**config.mk**
```make
export PLATFORM = sky130hd
export DESIGN_NAME = instruction_fetch
export DESIGN_NICKNAME = d
export VERILOG_FILES = /design/src/rtl/instruction_fetch.sv
export SDC_FILE = /design/constraint.sdc
export NUM_CORES = 1
export LEC_CHECK = 0
export ABC_AREA = 1
export ABC_CLOCK_PERIOD_IN_PS = 3500
export CAP_MARGIN = 20
export CORE_MARGIN = 4
export CORE_UTILIZATION = 30
export DETAILED_ROUTE_END_ITERATION = 7
export GPL_ROUTABILITY_DRIVEN = 0
export PLACE_DENSITY_LB_ADDON = 0.1
export SLEW_MARGIN = 30
export SYNTH_ARGS = -nofsm -noshare
export SYNTH_HDL_FRONTEND = slang
export SYNTH_SLANG_ARGS = --single-unit
export TNS_END_PERCENT = 10
```
**constraint.sdc**
```tcl
create_clock -name i_Clk -period 3.5 [get_ports i_Clk]
set_clock_uncertainty 0.15 [all_clocks]
set_input_delay 1.05 -clock i_Clk [delete_from_list [all_inputs] [get_ports i_Clk]]
set_output_delay 1.05 -clock i_Clk [all_outputs]
set_load 0.05 [all_outputs]
```
**src/rtl/instruction_fetch.sv**
```systemverilog
// RV32I fetch stage: program counter, instruction memory address and the
// IF/ID pipeline register. Redirects from execute squash the fetch that is
// in flight; decode stalls freeze the PC and IF/ID contents.
module instruction_fetch #(
  parameter logic [31:0] RESET_PC = 32'h0000_0000,
  parameter logic [31:0] NOP      = 32'h0000_0013
) (
  input  logic        i_Clk,
  input  logic        i_Rst,
  output logic [31:0] o_Addr,
  input  logic [31:0] i_Instruction,
  input  logic        i_Stall,
  input  logic        i_Redirect,
  input  logic [31:0] i_Target,
  output logic [31:0] o_PC,
  output logic [31:0] o_Instruction,
  output logic        o_Valid,
  output logic        o_Misalign
);

  logic [31:0] pc_q, pc_d;
  logic [31:0] ifid_pc_q, ifid_pc_d;
  logic [31:0] ifid_instr_q, ifid_instr_d;
  logic        ifid_vld_q, ifid_vld_d;
  logic        misalign_q, misalign_d;

  // Next-state selection: redirect beats stall, stall beats advance.
  always_comb begin
    pc_d         = pc_q;
    ifid_pc_d    = ifid_pc_q;
    ifid_instr_d = ifid_instr_q;
    ifid_vld_d   = ifid_vld_q;
    misalign_d   = 1'b0;
    if (i_Redirect) begin
      // Low address bits are dropped so the PC stays word aligned; the
      // misalignment is reported rather than trapped here.
      pc_d         = {i_Target[31:2], 2'b00};
      ifid_pc_d    = pc_q;
      ifid_instr_d = NOP;
      ifid_vld_d   = 1'b0;
      misalign_d   = |i_Target[1:0];
    end else if (!i_Stall) begin
      // PC increment wraps naturally modulo 2^32.
      pc_d         = pc_q + 32'd4;
      ifid_pc_d    = pc_q;
      ifid_instr_d = i_Instruction;
      ifid_vld_d   = 1'b1;
    end
  end

  // State registers with synchronous reset that overrides stall/redirect.
  always_ff @(posedge i_Clk) begin
    if (i_Rst) begin
      pc_q         <= RESET_PC;
      ifid_pc_q    <= RESET_PC;
      ifid_instr_q <= NOP;
      ifid_vld_q   <= 1'b0;
      misalign_q   <= 1'b0;
    end else begin
      pc_q         <= pc_d;
      ifid_pc_q    <= ifid_pc_d;
      ifid_instr_q <= ifid_instr_d;
      ifid_vld_q   <= ifid_vld_d;
      misalign_q   <= misalign_d;
    end
  end

  // All outputs come straight from registers.
  assign o_Addr        = pc_q;
  assign o_PC          = ifid_pc_q;
  assign o_Instruction = ifid_instr_q;
  assign o_Valid       = ifid_vld_q;
  assign o_Misalign    = misalign_q;

endmodule
```
==> metrics.txt <==
status complete, no violations; Post-layout nets 845; initial drt markers 250; die width 128 µm; worst path cell trace clkdlybuf4s50_1; slew margin rel. 62.7%; Antenna diodes 0; initial antenna violation count 0; crit-path max FO 6; Worst Hold Class reg -> reg; Via-to-Cell Ratio 4.65; hpwl dp 10.4 mm; total vias in the final route 4466; core area 14000 µm²; crit end category output pin; Mapped Cells 625; Final Util 45.4%; Routed Antenna Nets 0; Final Setup Violations 0; RSZ-0062 raised after global routing false; Initial Utilization 30.9%; CP arrival 1.68 ns; final WL 14.0 mm; Ports 166; TritonRoute pass-1 iters 4; Area growth syn-to-layout 46.9%; Critical Path Source Type flop; CTS sink cnt 94; setup TNS 0 ns; Post-CTS Setup Bufs 0; Lkg Pwr 2.42 nW; synth warn 0; fraction of layout cells with a size suffix above 1 5.89%; crit-path max cell delay 0.86 ns; Root Driver clkbuf_16; htree depth 3; clock-pin slew on the worst setup and hold paths 0.07 ns; VDD IR max 0.000184 V; DR WL/cell 14.5 µm; overflow left after global routing 0; CTS Hold Bufs 0; Filler Cell Count 1445; post-synthesis cell type count 33; slowest cell on the critical path clkdlybuf4s50_1; Seq/Total Area, Yosys 43.4%; Rows 43; Port Buf Inserts 161; die area 16500 µm²; Max Clk Rate 0.347 GHz; Avg Inst Size Synth 6.94 µm²; CTS tree yes; Crit Path Class reg -> out; largest net degree at the start of global routing 38; DRC 0; TritonCTS Buffers 9; Max Root-Sink Buffers 2; worst-margin pin slew 0.558 ns; min Tclk post-route 2.88 ns; Final Hold Violating Endpoints 0; Cell Pwr Density 431 nW/µm²; FF+latch count, synth 94; Cell Area, Synth 4340 µm²; Worst Path Required 2.30 ns; Clk Latency, worst-skew pair 0.35 ns; vias in the first global route 4616; CP Buf/Inv Count 1; maxcap violations 0; Final Cycle Share 82.2%; Final Max Tran Viols 0; die height 128 µm; first-pass GRT wire length 22.9 mm; # resized after CTS 0; Total GRT Usage 17.4%; Top delay family on crit path buffers and inverters
registers in the layout (all words and copies together), names as in the netlist:
signal / cells
o_Instruction: 32
o_Valid: 1
o_PC: 30
o_Misalign: 1
o_Addr: 30
routing by layer:
| metal | vias to the layer above | global-route usage, % | wire (µm) |
|---|---|---|---|
| met1 | 2003 | 21.1 | 6040 |
| met3 | 21 | 7.17 | 1390 |
| met5 | - | 0 | 0 |
| met4 | 0 | 6.80 | 311 |
| met2 | 136 | 27.4 | 6240 |
| li1 | 2306 | - | - |
placed cells by master (no fill, tap or decap), drive strengths merged:
cell,instances
xnor2,1
nor2,63
a221oi,1
nand3b,1
clkbuf,13
nand2,180
clkinv,1
bufinv,1
dfxtp,94
nor3,1
o31ai,1
ha,1
clkdlybuf4s50,161
xor2,1
nor4,1
o211a,1
inv,59
a21oi,76
nand3,41
and2,2
o21ai,62
buf,10
clkinvlp,1
conb,4
a31oi,4
report_power, final:
| part | internal, mW | switching, mW |
|---|---|---|
| clock | 0.592 | 0.408 |
| sequential | 1.13 | 0.0503 |
| combinational | 0.211 | 0.359 |
layout make-up:
cell class	instances	area, µm²	share of cell area [%]
clock buffer	13	260	4.08
tap	180	225	3.53
sequential	94	1880	29.5
inverter	59	224	3.51
timing repair buffer	171	1700	26.6
clock inverter	3	42.5	0.667
multi-input combinational	441	2040	32.1
cell usage after synthesis, drive strengths merged:
library cell / count / area share (%)
a21oi: 76 / 8.8
a221oi: 1 / 0.20
a31oi: 4 / 0.58
and2: 2 / 0.29
buf: 13 / 2.1
clkbuf: 21 / 2.5
conb: 1 / 0.086
dfxtp: 94 / 43
ha: 1 / 0.29
inv: 59 / 5.2
nand2: 180 / 16
nand3: 41 / 4.7
nand3b: 1 / 0.17
nor2: 63 / 7.3
nor3: 1 / 0.12
nor4: 1 / 0.14
o211a: 1 / 0.23
o21ai: 62 / 7.1
o31ai: 1 / 0.17
xnor2: 1 / 0.20
xor2: 1 / 0.20
logic make-up (layout without fill, tap and decap cells):
group	count (synthesis)	in the layout	share of synthesized area, %
AND/OR/NAND/NOR	289	289	29.0
flip-flops	94	94	43.4
AO/OA/AOI/OAI	145	145	17.1
XOR/XNOR	2	2	0.404
buffers and inverters	93	246	9.80
adder cells (fa/ha/maj)	1	1	0.288
other	1	4	0.0864
through the flow:
| stage | setup WS (ns) | hold WS [ns] | total power, mW | std cells | instance area (µm²) |
|---|---|---|---|---|---|
| CTS | 0.602 | 0.316 | 2.79 | 961 | 6380 |
| finish | 0.622 | 0.315 | 2.75 | 961 | 6380 |
| detailed placement | 0.491 | 0.307 | 1.77 | 945 | 6070 |
| floorplan | 1.40 | 0.535 | 1.54 | 628 | 4350 |
| global route | 0.570 | 0.326 | 2.88 | 961 | 6380 |
| global placement | 0.550 | 0.302 | 1.77 | 945 | 6070 |
worst paths after layout:
kind                             to  cells past startpoint  slack, ns         startpoint
setup / recovery          o_Addr[4]                      1       0.62          o_Addr[4]
hold / removal    o_Instruction[28]                      2       0.31  o_Instruction[28]
setup reg to reg         o_Addr[24]                      8       1.65          o_Addr[3]
hold reg to reg   o_Instruction[28]                      2       0.31  o_Instruction[28]
Power figures use the tool's default switching activity.
